$ cat src/rtl/uart_tx_fifo.sv
// Buffered 8N1 UART transmitter: edge-triggered enqueue into a circular FIFO, serialized LSB first.
// Optional even parity bit between data and stop when UART_TX_FIFO_PARITY_EN is defined.
module uart_tx_fifo #(
  parameter int CLKS_PER_BIT    = 434,
  parameter int FIFO_DEPTH_LOG2 = 4
) (
  input  logic                     sysclk,
  input  logic                     sysreset_n,
  input  logic [7:0]               parallel_in,
  input  logic                     load_data,
  output logic                     tx_line,
  output logic                     tx_busy,
  output logic                     tx_idle,
  output logic [FIFO_DEPTH_LOG2:0] fifo_count,
  output logic                     overflow
);

  localparam int DEPTH = 1 << FIFO_DEPTH_LOG2;
  localparam int BW    = $clog2(CLKS_PER_BIT);
  localparam logic [BW-1:0]              BAUD_RELOAD = BW'(CLKS_PER_BIT - 1);
  localparam logic [FIFO_DEPTH_LOG2:0]   FULL_COUNT  = {1'b1, {FIFO_DEPTH_LOG2{1'b0}}};

  typedef enum logic [2:0] {
    IDLE,
    START,
    DATA,
`ifdef UART_TX_FIFO_PARITY_EN
    PARITY,
`endif
    STOP
  } state_t;

  state_t                     state_reg, state_next;
  logic [BW-1:0]              baud_reg, baud_next;
  logic [2:0]                 bit_idx_reg, bit_idx_next;
  logic [7:0]                 shift_reg, shift_next;
  logic                       tx_line_reg, tx_line_next;
  logic                       load_prev_reg;
  logic [FIFO_DEPTH_LOG2-1:0] wr_ptr_reg, rd_ptr_reg;
  logic [FIFO_DEPTH_LOG2:0]   count_reg;
  logic                       overflow_reg;
  logic [7:0]                 mem [0:DEPTH-1];
`ifdef UART_TX_FIFO_PARITY_EN
  logic                       parity_reg, parity_next;
`endif

  logic wr, pop, accept, fifo_full, baud_done;

  assign wr        = load_data & ~load_prev_reg;
  assign fifo_full = (count_reg == FULL_COUNT);
  assign accept    = wr & (~fifo_full | pop);
  assign baud_done = (baud_reg == '0);

  always_comb begin
    state_next   = state_reg;
    baud_next    = baud_reg;
    bit_idx_next = bit_idx_reg;
    shift_next   = shift_reg;
    tx_line_next = tx_line_reg;
    pop          = 1'b0;
`ifdef UART_TX_FIFO_PARITY_EN
    parity_next  = parity_reg;
`endif
    case (state_reg)
      IDLE: begin
        tx_line_next = 1'b1;
        if (count_reg != '0) pop = 1'b1;
      end
      START: begin
        if (baud_done) begin
          state_next   = DATA;
          bit_idx_next = 3'd0;
          baud_next    = BAUD_RELOAD;
          tx_line_next = shift_reg[0];
        end else begin
          baud_next = baud_reg - BW'(1);
        end
      end
      DATA: begin
        if (baud_done) begin
          baud_next = BAUD_RELOAD;
          if (bit_idx_reg == 3'd7) begin
`ifdef UART_TX_FIFO_PARITY_EN
            state_next   = PARITY;
            tx_line_next = parity_reg;
`else
            state_next   = STOP;
            tx_line_next = 1'b1;
`endif
          end else begin
            bit_idx_next = bit_idx_reg + 3'd1;
            shift_next   = shift_reg >> 1;
            tx_line_next = shift_reg[1];
          end
        end else begin
          baud_next = baud_reg - BW'(1);
        end
      end
`ifdef UART_TX_FIFO_PARITY_EN
      PARITY: begin
        if (baud_done) begin
          state_next   = STOP;
          baud_next    = BAUD_RELOAD;
          tx_line_next = 1'b1;
        end else begin
          baud_next = baud_reg - BW'(1);
        end
      end
`endif
      STOP: begin
        if (baud_done) begin
          if (count_reg != '0) begin
            pop = 1'b1;
          end else begin
            state_next   = IDLE;
            tx_line_next = 1'b1;
          end
        end else begin
          baud_next = baud_reg - BW'(1);
        end
      end
      default: begin
        state_next   = IDLE;
        tx_line_next = 1'b1;
      end
    endcase
    // A pop from IDLE or at stop expiry starts the next frame with no gap.
    if (pop) begin
      shift_next   = mem[rd_ptr_reg];
      baud_next    = BAUD_RELOAD;
      state_next   = START;
      tx_line_next = 1'b0;
`ifdef UART_TX_FIFO_PARITY_EN
      parity_next  = ^mem[rd_ptr_reg];
`endif
    end
  end

  always_ff @(posedge sysclk or negedge sysreset_n) begin
    if (!sysreset_n) begin
      state_reg     <= IDLE;
      baud_reg      <= '0;
      bit_idx_reg   <= 3'd0;
      shift_reg     <= 8'h00;
      tx_line_reg   <= 1'b1;
      load_prev_reg <= 1'b0;
      wr_ptr_reg    <= '0;
      rd_ptr_reg    <= '0;
      count_reg     <= '0;
      overflow_reg  <= 1'b0;
`ifdef UART_TX_FIFO_PARITY_EN
      parity_reg    <= 1'b0;
`endif
    end else begin
      state_reg     <= state_next;
      baud_reg      <= baud_next;
      bit_idx_reg   <= bit_idx_next;
      shift_reg     <= shift_next;
      tx_line_reg   <= tx_line_next;
      load_prev_reg <= load_data;
      if (accept) wr_ptr_reg <= wr_ptr_reg + 1'b1;
      if (pop)    rd_ptr_reg <= rd_ptr_reg + 1'b1;
      if (accept && !pop)      count_reg <= count_reg + 1'b1;
      else if (pop && !accept) count_reg <= count_reg - 1'b1;
      if (wr && !accept) overflow_reg <= 1'b1;
`ifdef UART_TX_FIFO_PARITY_EN
      parity_reg    <= parity_next;
`endif
    end
  end

  // Storage carries no reset so it can map onto RAM primitives.
  always_ff @(posedge sysclk) begin
    if (accept) mem[wr_ptr_reg] <= parallel_in;
  end

  assign tx_line    = tx_line_reg;
  assign tx_busy    = fifo_full;
  assign tx_idle    = (state_reg == IDLE) && (count_reg == '0);
  assign fifo_count = count_reg;
  assign overflow   = overflow_reg;

endmodule

$ cat config.mk
export PLATFORM = sky130hd
export DESIGN_NAME = uart_tx_fifo
export DESIGN_NICKNAME = d
export VERILOG_FILES = /design/src/rtl/uart_tx_fifo.sv
export SDC_FILE = /design/constraint.sdc
export NUM_CORES = 1
export LEC_CHECK = 0
export ABC_AREA = 1
export CAP_MARGIN = 40
export CELL_PAD_IN_SITES_DETAIL_PLACEMENT = 1
export CELL_PAD_IN_SITES_GLOBAL_PLACEMENT = 1
export CORE_MARGIN = 3
export CORE_UTILIZATION = 49
export DETAILED_ROUTE_END_ITERATION = 6
export PLACE_DENSITY_LB_ADDON = 0.1
export SETUP_SLACK_MARGIN = 0.4
export SLEW_MARGIN = 40
export SYNTH_ARGS = -nofsm -noshare
export SYNTH_HDL_FRONTEND = slang
export SYNTH_SLANG_ARGS = --single-unit
$ cat constraint.sdc
create_clock -name sysclk -period 3.52 [get_ports sysclk]
set_input_delay 1.056 -clock sysclk [delete_from_list [all_inputs] [get_ports sysclk]]
set_output_delay 1.056 -clock sysclk [all_outputs]
set_load 0.02 [all_outputs]
=== Word-level counts from Yosys, hierarchy flattened ===
Memories as Yosys holds them, arrays and structs flattened.
Cells that the tools add are included.

* Flip-flop bits (word level): 39
* Memory bits (writable): 128
* Input port bits: 11
* Output and inout bits: 9
* Word-level logic and storage cells: 92
* Memories: 1

{| class="wikitable"
|+ Memories
! name !! depth !! bits a word !! read ports !! clocked after Yosys merged registers in !! write ports !! line !! source
|-
| mem || 16 || 8 || 1 || 0 || 1 || 42 || <nowiki>logic [7:0] mem [0:DEPTH-1];</nowiki>
|}

* $add $sub $neg: 6
* Equality and inequality tests: 16
* Multiplexer cells: 33
* Bitwise logic cells: 5
* Reduce and logical (&&, ||, !) cells: 21

{| class="wikitable"
|+ Operators by type and width
! kind !! number
|-
| two-way mux 8 bit || 4
|-
| two-way mux 3 bit || 9
|-
| two-way mux 9 bit || 3
|-
| inequality test 3 bit (second input constant) || 6
|-
| case mux 9 bit (2 select lines) || 1
|-
| case mux 3 bit (4 select lines) || 1
|-
| two-way mux 1 bit || 10
|-
| two-way mux 5 bit || 2
|-
| inequality test 2 bit (second input constant) || 5
|-
| logical NOT 9 bit || 1
|-
| subtractor 9 x 1 -> 9 bit (second input constant) || 1
|-
| adder 4 x 1 -> 4 bit (second input constant) || 2
|-
| AND reduction 4 bit || 2
|-
| nonzero test 2 bit || 4
|-
| equality test 3 x 2 -> 1 bit (second input constant) || 2
|-
| case mux 3 bit (2 select lines) || 1
|-
| AND reduction 6 bit || 1
|-
| adder 5 x 1 -> 5 bit (second input constant) || 1
|-
| equality test 5 bit (second input constant) || 1
|-
| logical NOT 5 bit || 1
|-
| nonzero test 5 bit || 1
|-
| subtractor 5 x 1 -> 5 bit (second input constant) || 1
|-
| logical AND 1 bit || 4
|-
| adder 3 x 1 -> 3 bit (second input constant) || 1
|-
| 13 further kinds || 16
|}

=== Longest topological paths before layout ===
* Depth in word-level cells: 10
* Gate-level depth with buffers: 21
* Depth with buffers taken out: 20

=== Worst setup path before layout ===
OpenSTA, ideal clock, no wires.

* Kind: input port to flip-flop
* From: input load_data
* To: register count_reg[3], in the netlist fifo_count[3]
* Library setup time: 0.127 ns
* Arrival time: 2.835 ns
* Data required time: 3.393 ns
* Slack: 0.559 ns
* Stages: 15
* Path buffers: 1
* Cell sequence: inv_1 -> nor2_1 -> nand2_2 -> buf_6 -> inv_1 -> ha_1 -> inv_1 -> ha_1 -> nand2_1 -> inv_1 -> o21ai_0 -> nand2_1 -> or2_2 -> nand3_1 -> o21ai_0

* Word-level cells in the longest chain between the ends: 5
* Elaborated cells between the ends (all ways): 7
* Those cells by class: mux: 1; bitwise: 2; reduce/logical: 4

{| class="wikitable"
|+ RTL lines
! element !! line !! source
|-
| start: declaration || 10 || <nowiki>input logic load_data,</nowiki>
|-
| bitwise AND 1 bit * || 49 || <nowiki>assign wr = load_data & ~load_prev_reg;</nowiki>
|-
| bitwise AND 1 bit * || 51 || <nowiki>assign accept = wr & (~fifo_full | pop);</nowiki>
|-
| via accept || 47 || <nowiki>logic wr, pop, accept, fifo_full, baud_done;</nowiki>
|-
| logical NOT 1 bit || 164 || <nowiki>else if (pop && !accept) count_reg <= count_reg - 1'b1;</nowiki>
|-
| logical AND 1 bit || 164 ||
|-
| nonzero test 2 bit (no source line) || -- ||
|-
| end signal: assignment || 163 || <nowiki>if (accept && !pop) count_reg <= count_reg + 1'b1;</nowiki>
|-
| end signal: assignment || 164 ||
|-
| end: declaration || 40 || <nowiki>logic [FIFO_DEPTH_LOG2:0] count_reg;</nowiki>
|}

Mark *: on every way through the listed nets, which the timed path passes. The rest lies on a longest branch.
A chain may end at the register's enable or synchronous reset.

=== Final worst setup path ===
* From: register state_reg[0]
* To: register count_reg[3], in the netlist fifo_count[3]

* Word-level cells in the longest chain between the ends: 7
* Elaborated cells between the ends (all ways): 11
* Those cells by class: eq/ne: 1; mux: 2; bitwise: 2; reduce/logical: 6

{| class="wikitable"
|+ RTL lines
! element !! line !! source
|-
| start: declaration || 33 || <nowiki>state_t state_reg, state_next;</nowiki>
|-
| start signal: assignment || 155 || <nowiki>state_reg <= state_next;</nowiki>
|-
| equality test 3 x 2 -> 1 bit or logical NOT 3 bit (tied branches) || 64 || <nowiki>case (state_reg)</nowiki>
|-
| case mux 1 bit (2 select lines) * || 64 ||
|-
| OR 1 bit * || 51 ||
|-
| bitwise AND 1 bit * || 51 ||
|-
| via accept || 47 ||
|-
| logical NOT 1 bit || 164 ||
|-
| logical AND 1 bit || 164 ||
|-
| nonzero test 2 bit (no source line) || -- ||
|}

Marked as above.

==> metrics.yaml <==
rsz0062_at_grt: "yes"
cts_buffers: 17
report.final.slew_viol_count: 0
coreArea_mm2: 0.01526
dieArea_mm2: 0.01714
ys_seq_area_share_pct: 62.72
ant_nets: 0
io_buffers: 19
vias: 5488
clockBufferDepth: 2
hold_slack_ps: 474.1
avgSynthCellArea_um2: 9.879
place_hpwl_um: 12410
grt_pass1_wl_um: 30820
syn_area_mm2: 0.007646
htree_levels: 4
holdBufCountCts: 0
place_inst: 978
ir_worst_vdd_mv: 0.4652
place_ws_ps: 206.0
start_kind: "flip-flop"
track_usage_pct: 24.22
crit_fanout: 13
drt_wl_total_um: 19880
crit_type: "flip-flop to flip-flop"
vias_per_cell: 5.423
die_w_um: 130.9
cts_tree: "done"
insertedDiodeCount: 0
worstMarginPinSlew_ps: 823.4
overflow: 0
wl_per_cell_um: 19.64
root_buffer: "clkbuf_16"
status: "completed"
hp-class: "flip-flop to flip-flop"
arrival_ps: 3210
finClkSkew_ps: 13.34
largest_reg_flops: 128
timing.final.ws_setup_ps: 616.1
crit_start: "state_reg[0]$_DFFE_PN0P_"
ys_ff_latch: 166
tns_ps: 0
hold_viol: 0
area_delta_synth_final_pct: 13.06
setup_viol: 0
p_per_area_mw_per_mm2: 554.6
timing.rr.start: "state_reg[0]$_DFFE_PN0P_"
die_h_um: 130.9
grt_max_degree: 67
fmaxAchievable_ghz: 0.3444
hp-start: "overflow$_DFFE_PN0P_"
first_pass_iters: 5
drc_errors: 0
layout-drive-gt1-share_pct: 9.114
pin_count: 20
antenna_found_initial: 0
cts.sinks: 166
synth_nets: 803
multiInputGateArea_mm2: 0.002491
row_count: 45
insertion_delay_ps: 430
yosysWarningCount: 0
regArea_mm2: 0.004797
yosysUniqueCellTypes: 30
grt_pass1_vias: 5729
fin_cells: 1012
slew_headroom_pct: 44.93
finalCritPeriodShare_pct: 82.50
p_leak_nw: 3.537
post-route-min-period_ps: 2904
drt_iter0_drc: 325
endpoint_kind: "flip-flop"
clk_pin_slew_ps: 70
nFillCells: 1674
max_cap_viol_count: 0
nets: 817
cp.required_ps: 3830
place.gp.congestion: 0.8160
postSynthCellCount: 774
initial_core_util_pct: 50.11
## critical path, stage by stage (launching register included)
cell and delay (ps):
dfrtp_1 390, inv_1 80, ha_1 350, inv_1 110, nand2_2 90, inv_2 140
nand2_8 120, nand2_4 100, nand2_2 50, inv_1 50, ha_1 170, inv_1 100
ha_1 280, nand2_1 60, inv_1 30, o21ai_0 140, nand2_1 90, or2_2 270
nand3_1 70, o21ai_0 80
## worst paths after layout
kind                                             end  slack (ps)  depth (start not counted)
setup / recovery           fifo_count[3]$_DFFE_PN0P_         620                         19
hold / removal                  overflow$_DFFE_PN0P_         470                          2
setup reg to reg           fifo_count[3]$_DFFE_PN0P_         620                         19
hold reg to reg                 overflow$_DFFE_PN0P_         470                          2
max in group asynchronous  rd_ptr_reg[0]$_DFFE_PN0P_        2510                          1
min in group asynchronous    baud_reg[2]$_DFFE_PN0P_         610                          1
## where the power goes
group	switching [mW]	internal (mW)	total, mW
sequential	0.0807	2.23	2.31
combinational	0.381	0.198	0.579
clock	0.825	1.08	1.91
total	1.29	3.51	4.79
## cells by family (layout without fill, tap and decap cells)
group / Yosys count / after routing / synth area share (%)
xor gates and xnor gates: 12 / 12 / 1.375
buffers and inverters: 96 / 122 / 5.187
adders and majority gates: 18 / 18 / 3.044
DFF: 166 / 166 / 62.72
AOI/OAI and AO/OA: 59 / 59 / 4.304
and+or+nand+nor: 423 / 424 / 23.37
## final cells by class
class,instances,area share (%)
Clock buffer,20,5.543
Clock inverter,12,1.476
Inverter,64,2.779
Multi-Input combinational cell,513,28.82
Sequential cell,166,55.49
Tap cell,211,3.054
Timing Repair Buffer,26,2.837
## Yosys cell counts (all sizes together)
cell,count,area (um^2)
buf,23,122.6
a21oi,12,71.32
nor3,1,10.01
xor2,9,78.83
o21ai,39,195.2
a22o,2,17.52
nor2,73,314.1
or2,1,6.260
nand4,4,25.02
edfxtp,128,3844
dfstp,1,26.28
nand3,90,455.4
o211ai,6,45.04
dfrtp,37,925.9
fa,1,20.02
nand2,254,975.9
ha,17,212.7
clkbuf,9,33.78
clkinv,3,11.26
xnor2,3,26.28
inv,61,229.0
## layout by cell type (no fill, tap or decap), types with 4 or more instances in the layout
cell type	Yosys	final
nand2_1	249	248
edfxtp_1	128	128
nand3_1	89	89
inv_1	61	57
nor2_1	57	55
o21ai_0	38	38
dfrtp_1	37	36
clkbuf_16	0	19
nor2_2	16	17
ha_1	17	17
clkdlybuf4s50_1	0	16
a21oi_1	11	11
xor2_1	9	9
buf_4	2	8
o211ai_1	6	6
inv_6	0	6
nand4_1	4	4
clkinv_1	3	4
## metal layers
metal  GRT usage (%)  part of all wire [%]  up-vias
met2           40.44                    51      122
li1                -                     -     2588
met5               0                     0        -
met1           31.84                    43     2750
met4           7.623                   1.8        0
met3           5.203                   4.0       28
## repair_timing
action / 4_1_cts / 5_1_grt
setup buffers: 0 / 1
resized for setup: 1 / 9
pin swaps: 0 / 1
endpoints found under the setup margin: 1 / 4
cloned: 0 / 1
## metrics by stage
step	power (mW)	utilization (%)	instance area, um^2
final	4.794	56.65	8645
after global routing	4.983	56.65	8645
after CTS	4.826	56.34	8597
after detailed placement	2.927	52.35	7988
after global placement	2.885	52.33	7985
after floorplan	2.667	-	7646
No activity file was read; power rests on OpenSTA's default activity.
==> patch 1: new RTL, same settings <==
Take the reset off `shift_reg` and load it in a clocked block of its own.
--- a/src/rtl/uart_tx_fifo.sv
+++ b/src/rtl/uart_tx_fifo.sv
@@ -141,7 +141,6 @@
       state_reg     <= IDLE;
       baud_reg      <= '0;
       bit_idx_reg   <= 3'd0;
-      shift_reg     <= 8'h00;
       tx_line_reg   <= 1'b1;
       load_prev_reg <= 1'b0;
       wr_ptr_reg    <= '0;
@@ -155,7 +154,6 @@
       state_reg     <= state_next;
       baud_reg      <= baud_next;
       bit_idx_reg   <= bit_idx_next;
-      shift_reg     <= shift_next;
       tx_line_reg   <= tx_line_next;
       load_prev_reg <= load_data;
       if (accept) wr_ptr_reg <= wr_ptr_reg + 1'b1;
@@ -167,6 +165,10 @@
       parity_reg    <= parity_next;
 `endif
     end
+  end
+
+  always_ff @(posedge sysclk) begin
+    shift_reg <= shift_next;
   end
 
   // Storage carries no reset so it can map onto RAM primitives.
Function: same outputs for any inputs over 10 cycles, from zero or initial values and one cycle with sysreset_n low; that may be too few to reach the edited logic, so the function may still have changed.
==> patch 1 against the original RTL <==
  * Combinational power decreased by 2%
  * Global-route usage rose by 0.68 points
  * Count of clock-buffer cells in the layout up 1
  * Clock skew shrank 3.2 ps
  * Total power is 1.6% lower
  * First-iteration DRC count up 27%
  * Routed wire length shrank 2.2%
  * Register-to-register slack better by 140 ps
  * Sequential cell count unchanged
  * Final area shrank 2.3%
  * Setup slack better by 63 ps
  * Area after synthesis down 1.9%
  * Critical path type is now flop to output port
==> patch 1: results (changes against the original RTL) <==
metric	value	unit	change
hold-worst-slack	490	ps	+15.9 ps
crit_path_end	tx_busy		
wire_per_inst	20.5	um	+4.3%
dp_hpwl	12100	um	-2.9%
clk_share	6.86	%	-0.16 points
yosysSeqAreaShare	64.5	%	+1.8 points
crit_start	fifo_count[1]		
leakage	0.00330	uW	-6.6%
gp_congestion	0.836		+2.4%
grt_pass1_vias	5698		-0.54%
fin_ws	679	ps	+63.1 ps
drt-vias-per-instance	5.61		+3.4%
synth_nets	761		-5.2%
n_tap_cell	184		-13%
synth-edff-count	136		+6.3%
arrival	1780	ps	-1430 ps
place_area	0.00786	mm2	-1.6%
postSynth.asyncResetShare	18.1	%	-4.8 points
met3RoutedLength	879	um	+10%
worst_r2r_startpoint	baud_reg[0]		
synth_compound_area_share	6.54	%	+2.2 points
outcome	complete, no violations		
nets	781		-4.4%
r2r_slack	760	ps	+140 ps
inverters	41		-36%
multiInputGateArea	0.00234	mm2	-5.9%
sh_seq_area	57.3	%	+1.8 points
slew_headroom	43.4	%	-1.6 points
skew	10.2	ps	-3.15 ps
reg2reg_to	fifo_count[4]		
dpl_worst_slack	287	ps	+81.5 ps
synth_fa_ha_area_share	3.10	%	+0.060 points
track_usage	24.9	%	+0.68 points
multi_input_cells	493		-3.9%
synth_xor_area_share	1.05	%	-0.32 points
wl_met1	8340	um	-2.7%
buffers	33		+27%
[patch 1: cell types whose count changed in the layout (fill, tap and decap cells not counted), moves of 6 or more]
| cell | before | now |
|---|---|---|
| dfrtp_1 | 36 | 28 |
| nand3_1 | 89 | 60 |
| a21oi_1 | 11 | 22 |
| buf_4 | 8 | 14 |
| edfxtp_1 | 128 | 136 |
| nor2_2 | 17 | 10 |
| inv_1 | 57 | 33 |
| o21ai_0 | 38 | 67 |
| nand2_1 | 248 | 162 |
| nor2_1 | 55 | 128 |
[patch 1: per-layer routing]
metal | GRT usage (%) | vias to the layer above
met5 | 0 | -
met4 | 6.97 | 0
met3 | 5.32 | 24
met2 | 41.8 | 107
met1 | 33.1 | 2684
li1 | - | 2507
[patch 1: critical path, stage by stage, from the launching register on]
cell	delay, ps
dfrtp_1	450
nor2_1	170
nand3_1	80
nor2_1	260
dlygate4sd2_1	380
[patch 1: where the power goes]
part           switching, uW  internal (uW)  leakage [uW]
sequential              87.2           2240       0.00159
combinational            369            196       0.00142
clock                    806           1020      0.000287
==> patch 2: new RTL, config.mk and constraints unchanged <==
Made on the original files. Build with the macro `UART_TX_FIFO_PARITY_EN` defined.
--- a/src/rtl/uart_tx_fifo.sv
+++ b/src/rtl/uart_tx_fifo.sv
@@ -1,5 +1,7 @@
 // Buffered 8N1 UART transmitter: edge-triggered enqueue into a circular FIFO, serialized LSB first.
 // Optional even parity bit between data and stop when UART_TX_FIFO_PARITY_EN is defined.
+`define UART_TX_FIFO_PARITY_EN
+
 module uart_tx_fifo #(
   parameter int CLKS_PER_BIT    = 434,
   parameter int FIFO_DEPTH_LOG2 = 4
Behaviour: same outputs for any inputs over 10 cycles, from zero or initial values and one cycle with sysreset_n low; that may be too few to reach the edited logic, so the function may still have changed.
==> patch 2 against the original RTL <==
  * Fmax decreased by 0.39%
  * Sequential cell count is 2 higher
  * Routed wire length down 4.1%
  * Total power up 1.7%
  * Area after synthesis grew 0.64%
  * Largest cell class unchanged
  * Setup slack lost 11 ps
  * Final area up 1.0%
  * Utilization increased by 0.57 points
==> patch 2: results (changes against the original RTL) <==
metric	value	unit	change
drtIter0Drc	433		+33%
synth_xor_area_share	1.35	%	-0.025 points
nFillCells	1658		-0.96%
totalWireLength	19100	um	-4.1%
worst_r2r_startpoint	baud_reg[5]		
wl_met1	8740	um	+2.0%
met3RoutedLength	740	um	-7.3%
reg2regPathDepth	17		-2
arrival	1860	ps	-1350 ps
postSynth.asyncResetShare	23.8	%	+0.92 points
grt_pass1_vias	5647		-1.4%
dp_hpwl	12600	um	+1.6%
grt_pass1_wl	30300	um	-1.6%
period_needed	2920	ps	+11.3 ps
synth_nets	778		-3.1%
path_max_fanout	4		-9
place_inst	980		+0.20%
synth_fa_ha_area_share	2.54	%	-0.51 points
syn_inst	752		-2.8%
drt-vias-per-instance	5.28		-2.6%
synth_warnings	0		unchanged
post_cts_resized	2		+1
yosys-top-cells-area	edfxtp_1 50%, dfrtp_1 13%, nand2_1 11%		
grt_start_max_net_pins	75		+12%
r2r_slack	650	ps	+30 ps
switchingPower	1260	uW	-2.0%
final_layout_size_suffix_gt1_share	13.5	%	+4.4 points
ys_types	46		+53%
vdd_drop_max	0.466	mV	+0.20%
leakage	0.00364	uW	+3.0%
outcome	complete, no violations		
skew	10.8	ps	-2.54 ps
wire_per_inst	18.8	um	-4.1%
dpl_worst_slack	130	ps	-76.2 ps
hold-worst-slack	469	ps	-5.48 ps
synthTopCellsByCount	226 x nand2_1, 128 x edfxtp_1, 88 x nor2_1, 56 x inv_1, 47 x nand3_1		
gp_congestion	0.827		+1.4%
cpPeakStageDelay	430	ps	+40 ps
track_usage	22.8	%	-1.5 points
cts_buffer_depth	2		unchanged
root_buffer	clkbuf_16		
reg2reg_to	fifo_count[4]		
synth_compound_area_share	5.71	%	+1.4 points
hold_depth	1		-1
patch 2: cell types whose count changed in the layout (fill, tap and decap cells not counted), sizes merged, moves of 4 or more:
cell    unedited run  this run
nand2            255       246
nand3             90        47
buf                8        22
o221ai             0         6
a21oi             12        16
o21ai             39        30
nor3               1         5
nor2              73        95
patch 2: power groups by stage:
stage	sequential [uW]	combinational (uW)	clock [uW]
after CTS	2360	590	1960
after floorplan	2410	289	0
after detailed placement	2400	587	0
final	2360	590	1930
after global placement	2390	543	0
after global routing	2370	656	2040
patch 2: area by class of cell:
type                       count  area (um2)  area share [%]
clock buffer                  19         433            4.96
clock inverter                13         169            1.93
inverter                      69         264            3.02
multi-input combinational    492        2410            27.6
sequential                   168        4850            55.5
tap                          211         264            3.02
timing repair buffer          40         343            3.93
patch 2: metal layers:
layer  vias to the layer above  GRT usage (%)
met5                         -              0
met4                         0           5.95
met3                        19           4.56
met2                       102           38.2
met1                      2669           30.6
li1                       2556              -
